<file path="config.mk">
export PLATFORM = sky130hd
export DESIGN_NAME = spi_xfer_sequencer
export DESIGN_NICKNAME = d
export VERILOG_FILES = /design/src/rtl/spi_xfer_sequencer.sv
export SDC_FILE = /design/constraint.sdc
export NUM_CORES = 1
export LEC_CHECK = 0
export CAP_MARGIN = 20
export CORE_MARGIN = 5
export CORE_UTILIZATION = 50
export DETAILED_ROUTE_END_ITERATION = 12
export GPL_ROUTABILITY_DRIVEN = 0
export MAX_ROUTING_LAYER = met4
export PLACE_DENSITY = 0.77
export SLEW_MARGIN = 20
export SYNTH_ARGS = -nofsm -noshare
export SYNTH_HDL_FRONTEND = slang
export SYNTH_SLANG_ARGS = --single-unit
</file>
<file path="constraint.sdc">
create_clock -name clk -period 2.6 [get_ports clk]
set_clock_uncertainty 0.05 [all_clocks]
set_input_delay 0.52 -clock clk [delete_from_list [all_inputs] [get_ports clk]]
set_output_delay 0.52 -clock clk [all_outputs]
set_load 0.01 [all_outputs]
</file>
<file path="src/rtl/spi_xfer_sequencer.sv">
// Register-bank driven SPI master (mode 0): reads a control word, shifts n_end+1 bytes out/in,
// writes received bytes back to the bank and finally clears the send bit in the control word.
module spi_xfer_sequencer #(
    parameter int N   = 5,
    parameter int DIV = 2
) (
    input  logic          clk,
    input  logic          rst,
    input  logic          start,
    input  logic [31:0]   rd_data,
    output logic [N:0]    addr,
    output logic          wr,
    output logic [7:0]    wr_data,
    output logic          hold,
    output logic          busy,
    output logic          done,
    output logic          sclk,
    output logic          mosi,
    input  logic          miso,
    output logic          cs_n
);
    localparam int IDXW = N + 1;
    localparam int CW   = (DIV > 1) ? $clog2(2 * DIV) : 1;

    typedef enum logic [2:0] {
        S_IDLE,
        S_CFG,
        S_FETCH,
        S_SHIFT,
        S_WRBACK,
        S_CLRCTL
    } state_t;

    state_t          state;
    logic [7:0]      cfg;
    logic [N:0]      idx;
    logic [N:0]      last_idx;
    logic [7:0]      tx_sr;
    logic [7:0]      rx_sr;
    logic [CW-1:0]   cnt;
    logic [2:0]      bitn;

    logic [N:0]      last_c;
    logic [7:0]      tx_c;
    logic            unused_rd;

    assign unused_rd = ^{rd_data[31:8], cfg[0]};

    // Data entries are 1..N, so the last byte index can never go beyond N-1.
    always_comb begin
        if (32'(rd_data[7:3]) > 32'(N - 1))
            last_c = IDXW'(N - 1);
        else
            last_c = IDXW'(rd_data[7:3]);
    end

    always_comb begin
        if (cfg[1])
            tx_c = 8'hFF;
        else if (cfg[2])
            tx_c = 8'h00;
        else
            tx_c = rd_data[7:0];
    end

    always_ff @(posedge clk) begin
        if (rst) begin
            state    <= S_IDLE;
            cfg      <= '0;
            idx      <= '0;
            last_idx <= '0;
            tx_sr    <= '0;
            rx_sr    <= '0;
            cnt      <= '0;
            bitn     <= '0;
            addr     <= '0;
            wr       <= 1'b0;
            wr_data  <= '0;
            hold     <= 1'b0;
            busy     <= 1'b0;
            done     <= 1'b0;
            sclk     <= 1'b0;
            mosi     <= 1'b0;
            cs_n     <= 1'b1;
        end else begin
            wr      <= 1'b0;
            wr_data <= '0;
            done    <= 1'b0;
            case (state)
                S_IDLE: begin
                    if (start) begin
                        state <= S_CFG;
                        hold  <= 1'b1;
                        busy  <= 1'b1;
                        addr  <= '0;
                    end
                end
                S_CFG: begin
                    cfg      <= rd_data[7:0];
                    idx      <= '0;
                    last_idx <= last_c;
                    if (rd_data[0]) begin
                        state <= S_FETCH;
                        addr  <= IDXW'(1);
                    end else begin
                        state <= S_IDLE;
                        hold  <= 1'b0;
                        busy  <= 1'b0;
                        addr  <= '0;
                    end
                end
                S_FETCH: begin
                    state <= S_SHIFT;
                    tx_sr <= tx_c;
                    mosi  <= tx_c[7];
                    cs_n  <= 1'b0;
                    cnt   <= '0;
                    bitn  <= '0;
                    sclk  <= 1'b0;
                end
                S_SHIFT: begin
                    if (cnt == CW'(DIV - 1)) begin
                        // Rising SCLK: capture the slave's bit at the same instant it sees ours.
                        sclk  <= 1'b1;
                        rx_sr <= {rx_sr[6:0], miso};
                        cnt   <= cnt + CW'(1);
                    end else if (cnt == CW'(2 * DIV - 1)) begin
                        sclk <= 1'b0;
                        cnt  <= '0;
                        if (bitn == 3'd7) begin
                            state   <= S_WRBACK;
                            wr      <= 1'b1;
                            wr_data <= rx_sr;
                            mosi    <= 1'b0;
                        end else begin
                            bitn  <= bitn + 3'd1;
                            tx_sr <= {tx_sr[6:0], 1'b0};
                            mosi  <= tx_sr[6];
                        end
                    end else begin
                        cnt <= cnt + CW'(1);
                    end
                end
                S_WRBACK: begin
                    if (idx == last_idx) begin
                        state   <= S_CLRCTL;
                        addr    <= '0;
                        wr      <= 1'b1;
                        wr_data <= {cfg[7:1], 1'b0};
                    end else begin
                        state <= S_FETCH;
                        idx   <= idx + IDXW'(1);
                        addr  <= idx + IDXW'(2);
                    end
                end
                S_CLRCTL: begin
                    state <= S_IDLE;
                    hold  <= 1'b0;
                    busy  <= 1'b0;
                    cs_n  <= 1'b1;
                    done  <= 1'b1;
                    addr  <= '0;
                end
                default: begin
                    state <= S_IDLE;
                end
            endcase
        end
    end
endmodule

</file>
; Word-level counts from Yosys, hierarchy flattened
; Cells that the tools add are included.
[op_classes]
add_sub_neg = 4
order_cmp = 1
n_eq_ne = 17
muxes = 49
reduce_logical = 14
[ops]
columns = op, n
row1 = $mux W8, 6
row2 = $mux W3, 8
row3 = $pmux W6 S4, 1
row4 = $mux W7, 3
row5 = $mux W6, 3
row6 = $pmux W8 S2, 1
row7 = $pmux W3 S5, 1
row8 = $ne A2 B2 Y1 const B, 7
row9 = $pmux W7 S2, 1
row10 = $mux W1, 13
row11 = $pmux W6 S2, 1
row12 = $eq A3 B3 Y1 const B, 3
row13 = $pmux W1 S2, 4
row14 = $reduce_and A2 Y1, 4
row15 = $reduce_and A4 Y1, 2
row16 = $add A6 B1 Y6 const B, 1
row17 = $add A6 B2 Y6 const B, 1
row18 = $eq A3 B2 Y1 const B, 2
row19 = $eq A6 B6 Y1, 1
row20 = $mux W2, 3
row21 = $pmux W3 S2, 1
row22 = $reduce_and A3 Y1, 2
row23 = $reduce_bool A2 Y1, 3
row24 = $gt A5 B3 Y1 const B, 1
row25 = other kinds (12), 12
[totals]
reg_bits = 63
in_bits = 36

; Depth between registers and ports, before layout
; Gate-level depths: netlist of the first run.
[depth]
ltp_word = 5
depth_mapped = 7
mapped_depth_nobuf = 6

; Worst setup path before layout of the first run
; OpenSTA, ideal clock, no wires.
[synth_path]
path_type = register -> register
from = register bitn[0]
to = register tx_sr[0]
arrival_time_ns = 1.843
required_time_ns = 2.422
setup_slack_ns = 0.579
stages_incl_launch_ff = 8
path_buffers = 1
period_less_slack_ns = 2.021
path_cell_list = dfxtp_1 > ha_1 > ha_1 > or3b_2 > a21o_1 > clkbuf_1 > a22oi_1 > nor2_1
[synth_via]
elab_chain_len = 3
[synth_lines]
columns = item, line
row1 = "start, declared", 41  ; logic [2:0] bitn;
row2 = "start signal, assigned", 136  ; bitn <= bitn + 3'd1;
row3 = $eq A3 B3 Y1, 130  ; if (bitn == 3'd7) begin
row4 = $ne A2 B2 Y1 (no line), n/a
row5 = $reduce_and A4 Y1 (no line), n/a
row6 = "end signal, assigned", 114  ; tx_sr <= tx_c;
row7 = "end signal, assigned", 137  ; tx_sr <= {tx_sr[6:0], 1'b0};
row8 = "end, declared", 38  ; logic [7:0] tx_sr;
; Every way passes these cells.
; A chain may end at the register's enable or synchronous reset.

; Worst setup path in the final report of the first run
[layout_path]
from = register bitn[0]
to = register tx_sr[3]
; The elaborated chain is that of the path after synthesis.

==> results.py, run 1 <==
metrics = {
    "global_routing": {
        "antenna_found_initial": 0,
        "grt.overflow.total": 0,
        "grtUsageTotal_pct": 17.71,
        "grt_max_degree": 28,
        "grt_pass1_vias": 2090,
        "grt_pass1_wl_mm": 9.832,
    },
    "synthesis": {
        "synth_cell_types": 45,
        "synth_top_area_cell": "dfxtp_1",
        "synth_async_sr_flop_share_pct": 0,
        "syn_area_um2": 2701,
        "synth-seq-area-share_pct": 45.21,
        "syn_nets": 357,
        "ys_top_cells_by_count": "dfxtp_1, nand2_1, a21oi_1",
        "synth_edf_count": 0,
        "syn-instance-count": 314,
        "synth-seq-cells": 61,
        "synthTopCellsByArea": "dfxtp_1, a21oi_1, nand2_1",
        "synth_most_common_cell": "dfxtp_1",
        "synth_warnings": 0,
        "syn_area_per_cell_um2": 8.603,
        "ys.flop_type": "dfxtp_1",
        "netlist.area_leader.share_pct": 45.21,
    },
    "worst_setup_path": {
        "cp.required_ps": 2830,
        "max_stage_delay_ps": 490,
        "slowest_stage": "or3b_2",
        "path_buf_inv": 0,
        "end_kind": "flop",
        "cp_top_family": "compound AO/OA/AOI/OAI gates",
        "crit_type": "flop to flop",
        "critPathMostFrequentCell": "ha_1",
        "critPathMaxFanout": 16,
        "cp_cell_sequence": "ha_1 -> ha_1 -> or3b_2 -> a21o_1 -> a211o_1 -> a21oi_1",
        "cp.arrival_ps": 2360,
        "worstSetupStartpointType": "flop",
    },
    "pwr": {
        "max-vdd-ir-drop_mv": 0.3329,
        "leakage_uw": 0.001245,
        "powerDensity_nw_per_um2": 612.2,
        "p_total_uw": 2003,
    },
    "clocking": {
        "root_buffer": "clkbuf_8",
        "cts_made_buffers": 9,
        "clk_pin_slew_ps": 70,
        "cts_tree": "done",
        "htreeDepth": 3,
        "clk_path_buf_depth": 2,
        "postCtsHoldBufs": 0,
        "cts.sinks": 61,
        "clk_latency_ps": 340,
        "ctsResizeCount": 0,
        "cts_setup_buffers": 0,
    },
    "detailed_routing": {
        "wl_per_cell_um": 13.97,
        "ant_nets": 0,
        "dr_wl_met3_um": 335,
        "routed.top_layer": "met4",
        "routed_wirelength_mm": 5.867,
        "dr_wl_met2_mm": 2.660,
        "dr.pass1.iters": 4,
        "route.vias.total": 2306,
        "drcViolationCount": 0,
        "viasPerCell": 5.490,
        "drt_first_iter_violations": 196,
        "wl_met1_mm": 2.776,
    },
    "sta": {
        "finalHoldViolations": 0,
        "rsz0062_at_grt": "no",
        "tightest_slew_ps": 595.3,
        "finalSetupViolCount": 0,
        "maxSlewViolCount": 0,
        "maxSlewHeadroom_pct": 60.19,
        "fmax_mhz": 469.4,
        "holdWs_ps": 405.3,
        "min_period_over_period_pct": 81.93,
        "tns_ps": 0,
        "fin_crit_ps": 2130,
    },
    "floorplan": {
        "die_h_um": 83.50,
        "die_area_um2": 6972,
        "initial_core_util_pct": 52.23,
        "die_width_um": 83.50,
        "io-pin-count": 57,
        "rows": 26,
        "core_um2": 5172,
    },
    "placement": {
        "hpwlAfterDp_mm": 4.158,
        "place.port_buffers": 32,
        "dp_cells": 404,
    },
    "finish": {
        "fillers": 440,
        "drive_gt1_share_pct": 9.429,
        "finalNonFillerCells": 420,
        "n_antenna_cell": 0,
        "syn2layout_area_growth_pct": 21.12,
        "nNetsFinal": 388,
        "multiInputGateArea_um2": 1354,
        "final-seq-area_um2": 1221,
    },
    "min_path": {
        "hold_path_class": "flop to flop",
    },
    "run_status": {
        "outcome": "finished clean",
    },
    "flow_run": {
        "max-cap-violations": 0,
    },
}
through the flow:
step	instance area [µm²]	setup WS, ps	util (%)
finish	3272	469.7	63.26
detailed placement	3073	479.9	59.41
global route	3272	322.9	63.26
floorplan	2701	579.4	-
global placement	3073	521.5	59.41
CTS	3272	478.4	63.26
power breakdown:
part / switching (µW) / internal, µW / total [µW] / leakage, µW
combinational: 110 / 78.3 / 188 / 0.000648
clock: 390 / 447 / 836 / 0.000104
sequential: 19.8 / 959 / 979 / 0.000494
cells by family after synthesis:
group                    after synthesis  share of synthesized area, %
multiplexers                           5                         1.899
XOR/XNOR                               8                         2.594
flip-flops                            61                         45.21
adder cells (fa/ha/maj)                7                         3.242
AND/OR/NAND/NOR                      116                         21.44
buffers and inverters                 28                         4.678
AO/OA/AOI/OAI                         89                         20.94
worst paths after layout:
kind / from / end / slack (ps) / cells past startpoint
max: bitn[0]$_SDFFE_PP0P_ / tx_sr[3]$_SDFFE_PP0P_ / 470 / 6
min reg2reg: cfg[3]$_SDFFE_PP0P_ / cfg[3]$_SDFFE_PP0P_ / 410 / 2
max reg2reg: bitn[0]$_SDFFE_PP0P_ / tx_sr[3]$_SDFFE_PP0P_ / 470 / 6
min: cfg[3]$_SDFFE_PP0P_ / cfg[3]$_SDFFE_PP0P_ / 410 / 2
area by class of cell:
type,instances,area share (%)
multi-input combinational,225,41.38
inverter,8,0.9178
sequential,61,37.32
timing repair buffer,40,11.63
clock inverter,7,2.294
tap,70,2.677
clock buffer,9,3.786
layout by cell type (no fill, tap or decap), types with 3 or more instances in the layout:
master           count
a21o_1               4
clkdlybuf4s50_1     32
buf_4                8
a32o_1               3
a211o_1              7
xor2_1               7
nor2_1              24
clkbuf_8             9
dfxtp_1             61
or3_1                4
a22o_1               7
inv_1                8
o21ai_0              6
nor3_1               3
clkinv_4             3
a21oi_1             48
a22oi_1              5
nand2_1             49
nor3b_1              3
ha_1                 7
mux2i_1              4
nand3_1             11
flip-flops by register name (all words and copies together), names as in the netlist, 2 cells and up:
name,flops
idx,6
tx_sr,7
cfg,7
bitn,3
last_idx,5
state,3
addr,6
cnt,2
rx_sr,8
wr_data,8
per-layer routing:
| layer | vias up | track usage (%) |
|---|---|---|
| met5 | - | - |
| met4 | 0 | 6.140 |
| met3 | 8 | 5.528 |
| met2 | 54 | 27.04 |
| met1 | 1075 | 22.24 |
| li1 | 1169 | - |
worst reg2reg max path: stages, from the launching register on:
cell     delay, ps
dfxtp_1        330
ha_1           220
ha_1           190
or3b_2         490
a21o_1         370
a211o_1        300
a21oi_1        110
(Power assumes the default switching activity.)
==> run 2, diff against run 1 <==
- clock period: 2.6 -> 2.05 ns (I/O delays scaled with it)
==> results.py, run 2 (synthesis results as in run 1) <==
metrics = {
    "run_status": {
        "outcome": "finished clean",
    },
    "pwr": {
        "max-vdd-ir-drop_mv": 0.4560,
        "leakage_uw": 0.001322,
        "p_total_uw": 2818,
        "powerDensity_nw_per_um2": 823.4,
    },
    "floorplan": {
        "core_um2": 5172,
        "die_area_um2": 6972,
        "io-pin-count": 57,
        "rows": 26,
        "initial_core_util_pct": 52.23,
        "die_width_um": 83.50,
        "die_h_um": 83.50,
    },
    "finish": {
        "fin_util_pct": 66.16,
        "final_common_cell": "dfxtp_1",
        "final_cell_mix": "dfxtp_1, nand2_1, a21oi_1",
        "syn2layout_area_growth_pct": 26.68,
        "n_antenna_cell": 0,
        "nNetsFinal": 400,
        "drive_gt1_share_pct": 12.71,
        "reg_top3": "rx_sr: 8 flops, wr_data: 8 flops",
    },
    "clocking": {
        "clk_pin_slew_ps": 70,
        "postCtsHoldBufs": 0,
        "root_buffer": "clkbuf_8",
        "cts_made_buffers": 9,
        "clk_path_buf_depth": 2,
        "cts_tree": "done",
        "cts.sinks": 61,
        "htreeDepth": 3,
        "clk_latency_ps": 340,
    },
    "sta": {
        "tightest_slew_ps": 600.4,
        "tns_ps": 0,
        "maxSlewViolCount": 0,
        "fin_ws_ps": 146.1,
        "fmax_mhz": 525.2,
        "maxSlewHeadroom_pct": 59.60,
        "min_period_over_period_pct": 92.87,
        "finalHoldViolations": 0,
        "finalSetupViolCount": 0,
        "rsz0062_at_grt": "no",
        "fin_crit_ps": 1904,
    },
    "worst_setup_path": {
        "cp.arrival_ps": 2120,
        "critPathMaxFanout": 8,
        "critPathMostFrequentCell": "ha_1",
        "cp.required_ps": 2270,
        "crit_type": "flop to flop",
        "cp_cell_sequence": "ha_1 -> ha_1 -> or3b_4 -> a21o_4 -> a211o_1 -> a21oi_1",
        "max_stage_delay_ps": 430,
        "worstSetupStartpointType": "flop",
        "end_kind": "flop",
        "slowest_stage": "or3b_4",
    },
    "detailed_routing": {
        "routed_wirelength_mm": 6.359,
        "viasPerCell": 5.565,
        "ant_nets": 0,
        "route.vias.total": 2404,
        "drt_first_iter_violations": 222,
        "dr.pass1.iters": 4,
        "wl_per_cell_um": 14.72,
        "drcViolationCount": 0,
    },
    "global_routing": {
        "grt_pass1_wl_mm": 10.67,
        "grt.overflow.total": 0,
        "grt_max_degree": 26,
        "grt_pass1_vias": 2255,
        "antenna_found_initial": 0,
        "grtUsageTotal_pct": 19.40,
    },
    "flow_run": {
        "max-cap-violations": 0,
    },
    "min_path": {
        "hold_path_class": "flop to flop",
    },
    "placement": {
        "hpwlAfterDp_mm": 4.339,
        "place.port_buffers": 32,
        "dp_slack_ps": -42.17,
    },
}
==> run 2: final timing paths <==
path	start	to	slack (ps)	cells past startpoint
max	bitn[0]$_SDFFE_PP0P_	tx_sr[3]$_SDFFE_PP0P_	150	6
min	cfg[3]$_SDFFE_PP0P_	cfg[3]$_SDFFE_PP0P_	410	2
max reg2reg	bitn[0]$_SDFFE_PP0P_	tx_sr[3]$_SDFFE_PP0P_	150	6
min reg2reg	cfg[3]$_SDFFE_PP0P_	cfg[3]$_SDFFE_PP0P_	410	2
==> run 2: what timing repair did <==
action                                  CTS  global route
cloned                                    0             1
buffers inserted                          0             0
pin swaps                                 0             1
gates resized for setup                   2             1
endpoints found under the setup margin    6             8
==> run 2: area by class of cell <==
class / count / area (µm²)
well taps: 70 / 87.58
flip-flops and latches: 61 / 1221
multi-input cells: 226 / 1373
inverters: 8 / 30.03
clock buffers: 10 / 137.6
clock inverters: 6 / 110.1
repair buffers: 51 / 462.9
fillers: 422 / 1750
==> run 2: per-layer routing <==
metal / vias to the layer above / wire length, µm / GRT usage (%)
met5: - / 0 / -
met4: 0 / 133 / 9.649
met3: 9 / 343 / 3.653
met2: 72 / 3053 / 29.66
met1: 1131 / 2829 / 24.59
li1: 1192 / - / -
==> run 2: through the flow <==
stage / hold WS [ps] / area [µm²] / cells
after floorplan: 382.2 / 2701 / 314
after global routing: 428.4 / 3422 / 432
after CTS: 406.7 / 3411 / 431
after global placement: 391.9 / 3156 / 415
final: 405.2 / 3422 / 432
after detailed placement: 397.3 / 3156 / 415
==> run 2: power by group <==
group          total [µW]  switching (µW)  internal (µW)
Combinational         254             142            112
Sequential           1240            26.7           1220
Clock                1320             482            838
==> run 2: critical path, delay by kind of cell (launching register included) <==
family | cells | cell delay (ps)
AOI/OAI and AO/OA | 3 | 610
adders and majority gates | 2 | 430
and+or+nand+nor | 1 | 430
DFF | 1 | 320
==> run 3, diff against run 2 <==
- ABC_AREA: unset -> 1
- CORE_UTILIZATION: 50 -> 51
==> results.py, run 3 <==
metrics = {
    "floorplan": {
        "io-pin-count": 57,
        "die_h_um": 84.45,
        "initial_core_util_pct": 51.97,
        "core_um2": 5439,
        "die_width_um": 84.45,
        "rows": 27,
        "die_area_um2": 7131,
    },
    "worst_setup_path": {
        "max_stage_delay_ps": 550,
        "slowest_stage": "clkdlybuf4s50_1",
        "cp_cell_sequence": "clkdlybuf4s50_1",
        "path_buf_inv": 1,
        "cp_top_family": "buffers and inverters",
        "cp.required_ps": 1590,
        "critPathMaxFanout": 3,
        "end_kind": "output pin",
        "worstSetupStartpointType": "flop",
        "cp.arrival_ps": 1240,
        "crit_type": "flop to output pin",
    },
    "global_routing": {
        "grtUsageTotal_pct": 18.86,
        "grt_max_degree": 40,
        "grt_pass1_vias": 2250,
        "grt.overflow.total": 0,
        "grt_pass1_wl_mm": 10.43,
        "antenna_found_initial": 0,
    },
    "finish": {
        "final_common_cell": "nand2_1",
        "syn2layout_area_growth_pct": 20.45,
        "finalInstanceArea_um2": 3405,
        "fillers": 499,
        "final-seq-area_um2": 1221,
        "drive_gt1_share_pct": 10.19,
        "final_cell_mix": "nand2_1, dfxtp_1, a21oi_1",
        "nNetsFinal": 460,
        "n_antenna_cell": 0,
        "multiInputGateArea_um2": 1378,
        "reg_top3": "rx_sr: 8 flops, wr_data: 8 flops",
    },
    "synthesis": {
        "ys_top_cells_by_count": "nand2_1, dfxtp_1, a21oi_1",
        "synth_async_sr_flop_share_pct": 0,
        "synth_top_area_cell": "dfxtp_1",
        "ys.flop_type": "dfxtp_1",
        "synth_edf_count": 0,
        "synth-seq-area-share_pct": 43.20,
        "synth_most_common_cell": "nand2_1",
        "syn_area_per_cell_um2": 7.341,
        "syn-instance-count": 385,
        "synthTopCellsByArea": "dfxtp_1, nand2_1, a21oi_1",
        "synth-seq-cells": 61,
        "netlist.area_leader.share_pct": 43.20,
        "syn_nets": 428,
        "synth_cell_types": 37,
        "syn_area_um2": 2826,
        "synth_warnings": 0,
    },
    "clocking": {
        "cts_setup_buffers": 0,
        "clk_latency_ps": 350,
        "clk_pin_slew_ps": 70,
        "htreeDepth": 3,
        "clk_path_buf_depth": 2,
        "ctsResizeCount": 0,
        "cts.sinks": 61,
        "cts_tree": "done",
        "root_buffer": "clkbuf_8",
        "postCtsHoldBufs": 0,
        "cts_made_buffers": 9,
    },
    "sta": {
        "tightest_slew_ps": 329.9,
        "finalHoldViolations": 0,
        "rsz0062_at_grt": "no",
        "fin_crit_ps": 1701,
        "maxSlewHeadroom_pct": 77.98,
        "tns_ps": 0,
        "holdWs_ps": 404.0,
        "fmax_mhz": 587.8,
        "min_period_over_period_pct": 82.98,
        "finalSetupViolCount": 0,
        "maxSlewViolCount": 0,
    },
    "min_path": {
        "hold_path_class": "flop to flop",
    },
    "run_status": {
        "outcome": "finished clean",
    },
    "placement": {
        "postPlaceCellArea_um2": 3204,
        "place.port_buffers": 32,
        "hpwlAfterDp_mm": 4.387,
    },
    "detailed_routing": {
        "routed_wirelength_mm": 6.272,
        "drcViolationCount": 0,
        "viasPerCell": 5.121,
        "route.vias.total": 2530,
        "dr.pass1.iters": 5,
        "ant_nets": 0,
        "drt_first_iter_violations": 156,
        "wl_per_cell_um": 12.70,
    },
    "pwr": {
        "powerDensity_nw_per_um2": 813.2,
        "leakage_uw": 0.001422,
        "max-vdd-ir-drop_mv": 0.4501,
        "p_total_uw": 2769,
    },
    "flow_run": {
        "max-cap-violations": 0,
    },
}
run 3: cell count changes in the layout (fill, tap and decap cells not counted), sizes merged, moves of 5 or more:
cell | previous run | this run
nand2 | 49 | 107
buf | 19 | 5
a22oi | 5 | 0
a22o | 7 | 0
o21ai | 6 | 27
nand3 | 11 | 27
a211o | 7 | 0
a21o | 5 | 0
nor2 | 24 | 32
inv | 8 | 38
run 3: worst reg2reg max path, cell delays in order, from the launching register on:
cell	delay, ps
dfxtp_1	510
ha_1	280
nand2_1	70
nor2_1	180
nand2_1	90
xor2_1	150
nor2_1	90
nand2_1	60
a21oi_1	110
run 3: final cells by class:
class	count	area share (%)
Multi-Input combinational cell	270	40.46
Sequential cell	61	35.87
Timing Repair Buffer	37	10.88
Inverter	38	4.263
Clock buffer	10	4.043
Tap cell	72	2.646
Clock inverter	6	1.838
run 3: layer usage:
layer / vias up / GRT usage (%) / share of wire, %
met2: 67 / 29.05 / 45
met1: 1147 / 24.06 / 48
met4: 0 / 5.180 / 1.1
li1: 1309 / - / -
met5: - / - / 0
met3: 7 / 5.790 / 5.8
run 3: final timing paths:
path	start	end	slack, ps	cells after the start
setup reg to reg	idx[2]$_SDFFE_PP0P_	idx[5]$_SDFFE_PP0P_	410	8
hold / removal	tx_sr[5]$_SDFFE_PP0P_	tx_sr[5]$_SDFFE_PP0P_	400	2
setup / recovery	busy$_SDFFE_PP0P_	busy	350	1
hold reg to reg	tx_sr[5]$_SDFFE_PP0P_	tx_sr[5]$_SDFFE_PP0P_	400	2
run 3: cells by family after synthesis:
| family | after synthesis | synth area share [%] |
|---|---|---|
| buffers and inverters | 54 | 8.056 |
| XOR/XNOR | 8 | 2.479 |
| flip-flops | 61 | 43.20 |
| AND/OR/NAND/NOR | 175 | 27.71 |
| adder cells (fa/ha/maj) | 7 | 3.099 |
| AO/OA/AOI/OAI | 80 | 15.45 |
run 3: per-stage QoR:
stage          cells  util, %  worst slack [ps]
6_report         494    62.59             348.8
5_1_grt          494    62.59             209.7
4_1_cts          494    62.59             326.2
3_5_place_dp     478    58.91             374.5
3_3_place_gp     478    58.91             407.1
2_1_floorplan    385        -             554.3
run 3: report_power, final:
group / switching [µW] / internal [µW]
Combinational: 249 / 153
Sequential: 40.6 / 1240
Clock: 494 / 589
